`config.mk`:
```
export PLATFORM = sky130hd
export DESIGN_NAME = lsu_ctrl
export DESIGN_NICKNAME = d
export VERILOG_FILES = /design/src/rtl/lsu_pkg.sv /design/src/rtl/lsu_align.sv /design/src/rtl/lsu_ctrl.sv
export SDC_FILE = /design/constraint.sdc
export NUM_CORES = 1
export LEC_CHECK = 0
export ABC_AREA = 1
export ABC_CLOCK_PERIOD_IN_PS = 3100
export CELL_PAD_IN_SITES_DETAIL_PLACEMENT = 2
export CELL_PAD_IN_SITES_GLOBAL_PLACEMENT = 2
export CORE_MARGIN = 2
export CORE_UTILIZATION = 26
export DETAILED_ROUTE_END_ITERATION = 7
export PLACE_DENSITY_LB_ADDON = 0.12
export SLEW_MARGIN = 20
export SYNTH_ARGS = -nofsm -noshare
export SYNTH_HDL_FRONTEND = slang
export SYNTH_HIERARCHICAL = 1
export SYNTH_SLANG_ARGS = --single-unit
```
`constraint.sdc`:
```
create_clock -name CLK -period 3.1 [get_ports CLK]
set_clock_uncertainty 0.15 [all_clocks]
set_input_delay 0.62 -clock CLK [delete_from_list [all_inputs] [get_ports CLK]]
set_output_delay 0.62 -clock CLK [all_outputs]
set_load 0.05 [all_outputs]
```
`src/rtl/lsu_pkg.sv`:
```
// Shared types and helpers for the load/store unit: FSM states, RV32I funct3
// codes, and the funct3 legality / alignment decode used at request accept.
package lsu_pkg;

  typedef enum logic [2:0] {
    S_IDLE   = 3'd0,
    S_LOAD   = 3'd1,
    S_RMW_RD = 3'd2,
    S_WRITE  = 3'd3,
    S_RESP   = 3'd4
  } lsu_state_e;

  localparam logic [2:0] F3_B  = 3'b000;
  localparam logic [2:0] F3_H  = 3'b001;
  localparam logic [2:0] F3_W  = 3'b010;
  localparam logic [2:0] F3_BU = 3'b100;
  localparam logic [2:0] F3_HU = 3'b101;

  function automatic logic f3_illegal(input logic we, input logic [2:0] f3);
    if (we) return !(f3 == F3_B || f3 == F3_H || f3 == F3_W);
    return !(f3 == F3_B || f3 == F3_H || f3 == F3_W || f3 == F3_BU || f3 == F3_HU);
  endfunction

  // Size is encoded in f3[1:0] for every legal code: 00 byte, 01 half, 10 word.
  function automatic logic is_misaligned(input logic [2:0] f3, input logic [1:0] off);
    case (f3[1:0])
      2'b01:   return off[0];
      2'b10:   return off != 2'b00;
      default: return 1'b0;
    endcase
  endfunction

  // Offset bits below the access size are dropped (LH @0x3 acts on 0x2).
  function automatic logic [1:0] eff_off(input logic [2:0] f3, input logic [1:0] off);
    case (f3[1:0])
      2'b01:   return {off[1], 1'b0};
      2'b10:   return 2'b00;
      default: return off;
    endcase
  endfunction

endpackage

```
`src/rtl/lsu_align.sv`:
```
// Combinational lane logic: extracts and sign/zero-extends a byte or half from
// a memory word for loads, and merges store byte/half into a word for RMW.
module lsu_align
  import lsu_pkg::*;
(
  input  logic [2:0]  i_funct3,
  input  logic [1:0]  i_off,
  input  logic [31:0] i_word,
  input  logic [31:0] i_sdata,
  output logic [31:0] o_ldata,
  output logic [31:0] o_mdata
);

  logic [4:0]  w_shamt;
  logic [31:0] w_shifted;
  logic [7:0]  w_byte;
  logic [15:0] w_half;

  assign w_shamt   = {i_off, 3'b000};
  assign w_shifted = i_word >> w_shamt;
  assign w_byte    = w_shifted[7:0];
  assign w_half    = w_shifted[15:0];

  // NOTE: every output gets a default before the case so no latch is inferred.
  always_comb begin
    o_ldata = i_word;
    case (i_funct3)
      F3_B:    o_ldata = {{24{w_byte[7]}}, w_byte};
      F3_H:    o_ldata = {{16{w_half[15]}}, w_half};
      F3_BU:   o_ldata = {24'h0, w_byte};
      F3_HU:   o_ldata = {16'h0, w_half};
      default: o_ldata = i_word;
    endcase
  end

  always_comb begin
    o_mdata = i_sdata;
    case (i_funct3)
      F3_B:    o_mdata = (i_word & ~(32'h0000_00FF << w_shamt))
                       | ({24'h0, i_sdata[7:0]} << w_shamt);
      F3_H:    o_mdata = (i_word & ~(32'h0000_FFFF << w_shamt))
                       | ({16'h0, i_sdata[15:0]} << w_shamt);
      default: o_mdata = i_sdata;
    endcase
  end

endmodule

```
`src/rtl/lsu_ctrl.sv`:
```
// RV32I load/store unit in front of a word-only memory with RMW for SB/SH.
// Build option LSU_MISALIGN_TRAP_EN: misaligned H/W accesses return RSP_ERR.
module lsu_ctrl
  import lsu_pkg::*;
(
  input  logic        CLK,
  input  logic        RSTn,
  input  logic        REQ_VALID,
  output logic        REQ_READY,
  input  logic        REQ_WE,
  input  logic [2:0]  REQ_FUNCT3,
  input  logic [31:0] REQ_ADDR,
  input  logic [31:0] REQ_WDATA,
  output logic        RSP_VALID,
  output logic [31:0] RSP_RDATA,
  output logic        RSP_ERR,
  output logic [31:0] MEM_ADDR,
  output logic        MEM_RW,
  output logic [31:0] MEM_WD,
  input  logic [31:0] MEM_RD
);

  lsu_state_e  r_state;
  lsu_state_e  w_next;
  logic [2:0]  r_f3;
  logic [1:0]  r_off;
  logic [31:0] r_addr;
  logic [31:0] r_wdata;
  logic [31:0] r_rdata;
  logic        r_err;

  logic        w_accept;
  logic        w_misalign;
  logic        w_err;
  logic [31:0] w_ldata;
  logic [31:0] w_mdata;

`ifdef LSU_MISALIGN_TRAP_EN
  assign w_misalign = is_misaligned(REQ_FUNCT3, REQ_ADDR[1:0]);
`else
  assign w_misalign = 1'b0;
`endif

  assign w_accept = REQ_VALID && (r_state == S_IDLE);
  assign w_err    = f3_illegal(REQ_WE, REQ_FUNCT3) || w_misalign;

  // NOTE: sequential state uses non-blocking assignments only.
  always_ff @(posedge CLK or negedge RSTn) begin
    if (!RSTn) r_state <= S_IDLE;
    else       r_state <= w_next;
  end

  // Handshake and memory strobes decode from state alone, so reset drops them at once.
  always_comb begin
    w_next    = r_state;
    REQ_READY = 1'b0;
    RSP_VALID = 1'b0;
    MEM_RW    = 1'b0;
    unique case (r_state)
      S_IDLE: begin
        REQ_READY = 1'b1;
        if (REQ_VALID) begin
          if (w_err)                    w_next = S_RESP;
          else if (!REQ_WE)             w_next = S_LOAD;
          else if (REQ_FUNCT3 == F3_W)  w_next = S_WRITE;
          else                          w_next = S_RMW_RD;
        end
      end
      S_LOAD:   w_next = S_RESP;
      S_RMW_RD: w_next = S_WRITE;
      S_WRITE: begin
        MEM_RW = 1'b1;
        w_next = S_RESP;
      end
      S_RESP: begin
        RSP_VALID = 1'b1;
        w_next    = S_IDLE;
      end
      default:  w_next = S_IDLE;
    endcase
  end

  always_ff @(posedge CLK or negedge RSTn) begin
    if (!RSTn) begin
      r_f3    <= 3'b000;
      r_off   <= 2'b00;
      r_addr  <= 32'h0;
      r_wdata <= 32'h0;
      r_rdata <= 32'h0;
      r_err   <= 1'b0;
    end else if (w_accept) begin
      r_f3    <= REQ_FUNCT3;
      r_off   <= eff_off(REQ_FUNCT3, REQ_ADDR[1:0]);
      r_addr  <= {REQ_ADDR[31:2], 2'b00};
      r_wdata <= REQ_WDATA;
      r_rdata <= 32'h0;
      r_err   <= w_err;
    end else if (r_state == S_LOAD) begin
      r_rdata <= w_ldata;
    end else if (r_state == S_RMW_RD) begin
      r_wdata <= w_mdata;
    end
  end

  lsu_align u_align (
    .i_funct3 (r_f3),
    .i_off    (r_off),
    .i_word   (MEM_RD),
    .i_sdata  (r_wdata),
    .o_ldata  (w_ldata),
    .o_mdata  (w_mdata)
  );

  assign MEM_ADDR  = r_addr;
  assign MEM_WD    = (r_state == S_WRITE) ? r_wdata : 32'h0;
  assign RSP_RDATA = r_rdata;
  assign RSP_ERR   = r_err;

endmodule
```
==> Yosys cells after proc, flatten, opt, wreduce, memory -nomap -nowiden <==
Cells that the tools add are included.
{ "classes": {"n_eq_ne": 15, "order_cmp": 0, "mux": 20, "n_div": 0, "n_bitwise": 6, "multipliers": 0, "add_sub_neg": 0, "shift": 5, "n_reduce_logical": 15} }
{ "op_table": {"columns": ["cell", "n"], "rows": [
  ["$mux W32", 6],
  ["$pmux W32 S4", 1],
  ["$and A32 B32 Y32", 2],
  ["$not A32 Y32", 2],
  ["$or A32 B32 Y32", 2],
  ["$pmux W32 S2", 1],
  ["$shl A16 B5 Y32", 1],
  ["$shl A16 B5 Y32 const A", 1],
  ["$shl A8 B5 Y32", 1],
  ["$shl A8 B5 Y32 const A", 1],
  ["$shr A32 B5 Y16", 1],
  ["$eq A3 B3 Y1 const B", 5],
  ["$eq A3 B1 Y1 const B", 3],
  ["$eq A3 B2 Y1 const B", 3],
  ["$logic_not A3 Y1", 3],
  ["$pmux W3 S3", 1],
  ["$mux W1", 7],
  ["$mux W3", 2],
  ["$logic_or A1 B1 Y1", 4],
  ["$ne A2 B2 Y1 const B", 2],
  ["$pmux W2 S2", 1],
  ["$reduce_bool A2 Y1", 2],
  ["$reduce_and A3 Y1", 1],
  ["$reduce_bool A3 Y1", 1],
  ["6 further kinds", 7]
]} }
{ "totals": {"rom_bits": 0, "wordCells": 68, "memories": 0, "ram_bits": 0, "latchBits": 0, "output_inout_bits": 100, "inputBits": 103, "register_bits": 103} }

==> Logic depth before layout (Yosys ltp) <==
Gate-level depths: netlist (run 1).
{ "depth": {"word_depth": 10, "mapped_depth": 12, "depth_no_buf": 10} }

==> Modules after synthesis <==
Netlist (run 1), hierarchy kept.
{ "by_module_without_submodules": {"columns": ["mod", "area_each_um2", "instances", "seq_area_each_um2", "cells_per_inst"], "rows": [
  ["lsu_ctrl", 4993.5, 1, 2577.5, 610],
  ["lsu_align", 2045.7, 1, 0.0, 433]
]} }

==> Least setup slack after synthesis (run 1) <==
OpenSTA, ideal clock, no wires.
{ "synth_path": {"kind": "register to output", "startpoint": "register r_state[1]", "endpoint": "output port MEM_WD[10]", "required_ps": 2330, "path_stages_with_launch": 7, "path_buffers": 2, "arrival_time_ps": 2201, "slack_ps": 129, "cell_sequence": "dfrtp_1 buf_4 inv_4 nor2_1 inv_2 buf_2 nor2_1"} }
{ "synth_between": {"elab_chain_len": 2} }
{ "synth_lines": {"columns": ["item", "line_no", "rtl"], "rows": [
  ["from (decl)", "lsu_ctrl.sv:23", "lsu_state_e r_state;"],
  ["from (signal assigned)", "lsu_ctrl.sv:50", "else r_state <= w_next;"],
  ["$eq A3 B2 Y1", "lsu_ctrl.sv:115", "assign MEM_WD = (r_state == S_WRITE) ? r_wdata : 32'h0;"],
  ["$mux W32", "lsu_ctrl.sv:115", null],
  ["to (decl)", "lsu_ctrl.sv:19", "output logic [31:0] MEM_WD,"]
]} }
Every way passes these cells.

==> Final worst setup path (run 1) <==
{ "layout_path": {"startpoint": "register r_state[2]", "endpoint": "output port MEM_WD[12]"} }
The elaborated chain is that of the path after synthesis.

==> results of run 1 <==
-- kinds of logic (layout without fill, tap and decap cells) --
logic type,count (synthesis),count (layout),share of synthesized area [%]
AOI/OAI and AO/OA,152,152,12.6
adders and majority gates,7,7,1.24
buffers and inverters,160,317,10.5
DFF,103,103,36.6
other,1,2,0.0533
and+or+nand+nor,620,620,39.0
-- cells in the final DEF (no fill, tap or decap), drive strengths merged, types with 2 or more instances in the layout --
cell type | synthesis | layout
nand2 | 419 | 419
clkdlybuf4s50 | 0 | 164
dfrtp | 103 | 103
inv | 84 | 87
nand3 | 84 | 84
o21ai | 70 | 70
buf | 58 | 53
nor2 | 42 | 42
nand4 | 40 | 40
nand3b | 32 | 32
a21boi | 32 | 32
a21oi | 24 | 24
o22ai | 16 | 16
clkbuf | 18 | 10
o211ai | 8 | 8
ha | 7 | 7
clkinv | 0 | 3
conb | 1 | 2
-- path summary, 6_finish.rpt --
| path | start | to | slack [ns] | cells past startpoint |
|---|---|---|---|---|
| max | r_state[2]$_DFFE_PN0P_ | MEM_WD[12] | 0.32 | 6 |
| min | RSTn | RSP_RDATA[28]$_DFFE_PN0P_ | 0.10 | 1 |
| max reg2reg | r_off[0]$_DFFE_PN0P_ | r_wdata[4]$_DFFE_PN0P_ | 0.71 | 7 |
| min reg2reg | MEM_ADDR[10]$_DFFE_PN0P_ | MEM_ADDR[10]$_DFFE_PN0P_ | 0.33 | 2 |
| max in group asynchronous | RSTn | MEM_ADDR[8]$_DFFE_PN0P_ | 2.08 | 2 |
| min in group CLK | MEM_ADDR[10]$_DFFE_PN0P_ | MEM_ADDR[10]$_DFFE_PN0P_ | 0.33 | 2 |
-- power by group --
group	internal (mW)	total, mW	leakage [nW]	switching [mW]
clock	0.591	1.21	0.148	0.616
sequential	1.97	2.51	1.30	0.548
combinational	2.09	6.48	3.35	4.39
total	4.65	10.2	4.80	5.56
-- metrics by stage --
step,total power [mW],worst slack [ns],instances,hold WS [ns]
finish,10.2,0.317,1542,0.101
global route,11.1,0.169,1542,0.141
CTS,10.3,0.278,1542,0.111
detailed placement,9.08,0.621,1526,0.318
global placement,8.95,0.650,1526,0.312
floorplan,6.90,0.129,1044,0.174
-- worst max-delay path, delay by kind of cell (launching register included) --
family,cells,cell delay (ns)
buf+inv,3,0.56
simple gates,3,0.66
flops,1,0.41
-- area by class of cell --
cell class | instances | area (sq um)
fill | 3138 | 16900
multi-input combinational | 781 | 3740
sequential | 103 | 2580
timing repair buffer | 217 | 2500
tap | 341 | 427
inverter | 84 | 323
clock buffer | 10 | 239
clock inverter | 6 | 62.6
-- registers in the layout (all words and copies together) (netlist names) --
signal     flops
RSP_ERR        1
r_state        3
r_wdata       32
r_f3           3
MEM_ADDR      30
RSP_RDATA     32
r_off          2
-- metal layers --
layer	GRT usage [%]	wire, um
met1	31.6	14900
met2	32.9	13200
met3	2.20	926
met4	5.17	450
met5	0	0
==> impl_metrics.json, run 1 <==
{
  "outcome": "complete, no violations",
  "drc": 0,
  "port_buffers": 200,
  "vdd_drop_max_uv": 791,
  "synth_top_area_share_pct": 36.6,
  "routed_wl_um": 29500,
  "slowest_stage": "dfrtp_1",
  "ys_warn_count": 6,
  "fin_tns_setup_ns": 0,
  "placed_area_sq_um": 9570,
  "power_leakage_nw": 4.80,
  "yosysTopAreaCell": "dfrtp_1",
  "pwr_density_cell_nw_per_um2": 1030,
  "final_layout_size_suffix_gt1_share_pct": 8.24,
  "antenna_found_initial": 0,
  "crit_chain": "inv_1 -> nand2_1 -> nor2_1 -> inv_2 -> nor2_1 -> buf_12",
  "slowest_delay_ns": 0.41,
  "holdCritPathClass": "in -> async",
  "cp-end-kind": "primary output",
  "post-dp-hpwl_um": 22200,
  "cts_max_level": 3,
  "track_usage_pct": 21.2,
  "final_core_util_pct": 36.8,
  "gp_congestion": 0.827,
  "post_cts_buffers": 0,
  "slew_violations": 0,
  "grt_pass1_vias": 7925,
  "max_slew_margin_pct": 51.5,
  "area_growth_pct": 40.2,
  "ys_ff_latch": 103,
  "synth_most_common_cell": "nand2_1",
  "grt_max_degree": 81,
  "maxCapViolCount": 0,
  "cts.sinks": 103,
  "hold_viol": 0,
  "clockBufferDepth": 2,
  "synthArstFlopShare_pct": 100,
  "ctsResizeCount": 0,
  "cts_buffers": 9,
  "insertedDiodeCount": 0,
  "crit_top_cell": "nor2_1",
  "synth_area_leaders": "dfrtp_1, nand2_1, nand3_1, inv_1, o21ai_0",
  "syn-mean-instance-area_sq_um": 6.75,
  "dieWidth_um": 169,
  "wl_per_cell_um": 19.2,
  "fmax_ghz": 0.359,
  "die_y_um": 169,
  "rsz0062_at_grt": "false",
  "initial_core_util_pct": 26.3,
  "synth_area_sq_um": 7040,
  "core-area_sq_um": 26800,
  "yosysSeqAreaShare_pct": 36.6,
  "design_area_sq_um": 9870,
  "ant_nets": 0,
  "insertion_delay_ns": 0.36,
  "arrival_ns": 2.01,
  "rows": 60,
  "die_area_sq_um": 28400,
  "clkTransAtPathRegs_ns": 0.08,
  "path_max_fanout": 32,
  "setup_violations": 0,
  "drt_pass1_iterations": 4,
  "synth_common_cells": "nand2_1, dfrtp_1, nand3_1, inv_1, o21ai_0",
  "synth_cells": 1043,
  "cts_tree": "built",
  "period_share_pct": 89.8,
  "num_vias": 7588,
  "cts_hold_buf": 0,
  "synth-edff-count": 0,
  "ios": 203,
  "cts_root_buf": "clkbuf_16",
  "period_minus_slack_ns": 2.78,
  "ys.flop_type": "dfrtp_1",
  "grt_first_pass_wirelength_um": 47400,
  "critPathLaunchType": "flip-flop",
  "grt_overflow": 0,
  "viasPerCell": 4.92,
  "synth_cell_type_count": 36,
  "drt_iter0_markers": 352,
  "nNetsFinal": 1306,
  "cp.required_ns": 2.33,
  "tightest_slew_ns": 0.727,
  "critical_path_class": "reg -> out"
}
No activity file was read; power rests on OpenSTA's default activity.
==> run 2, diff against run 1 <==
--- a/config.mk
+++ b/config.mk
@@ -13,6 +13,7 @@
 export CORE_UTILIZATION = 26
 export DETAILED_ROUTE_END_ITERATION = 7
 export PLACE_DENSITY_LB_ADDON = 0.12
+export SKIP_LAST_GASP = 1
 export SLEW_MARGIN = 20
 export SYNTH_ARGS = -nofsm -noshare
 export SYNTH_HDL_FRONTEND = slang
==> results of run 2 <==
No change in the layout: final DEF, timing and power equal those of run 1.
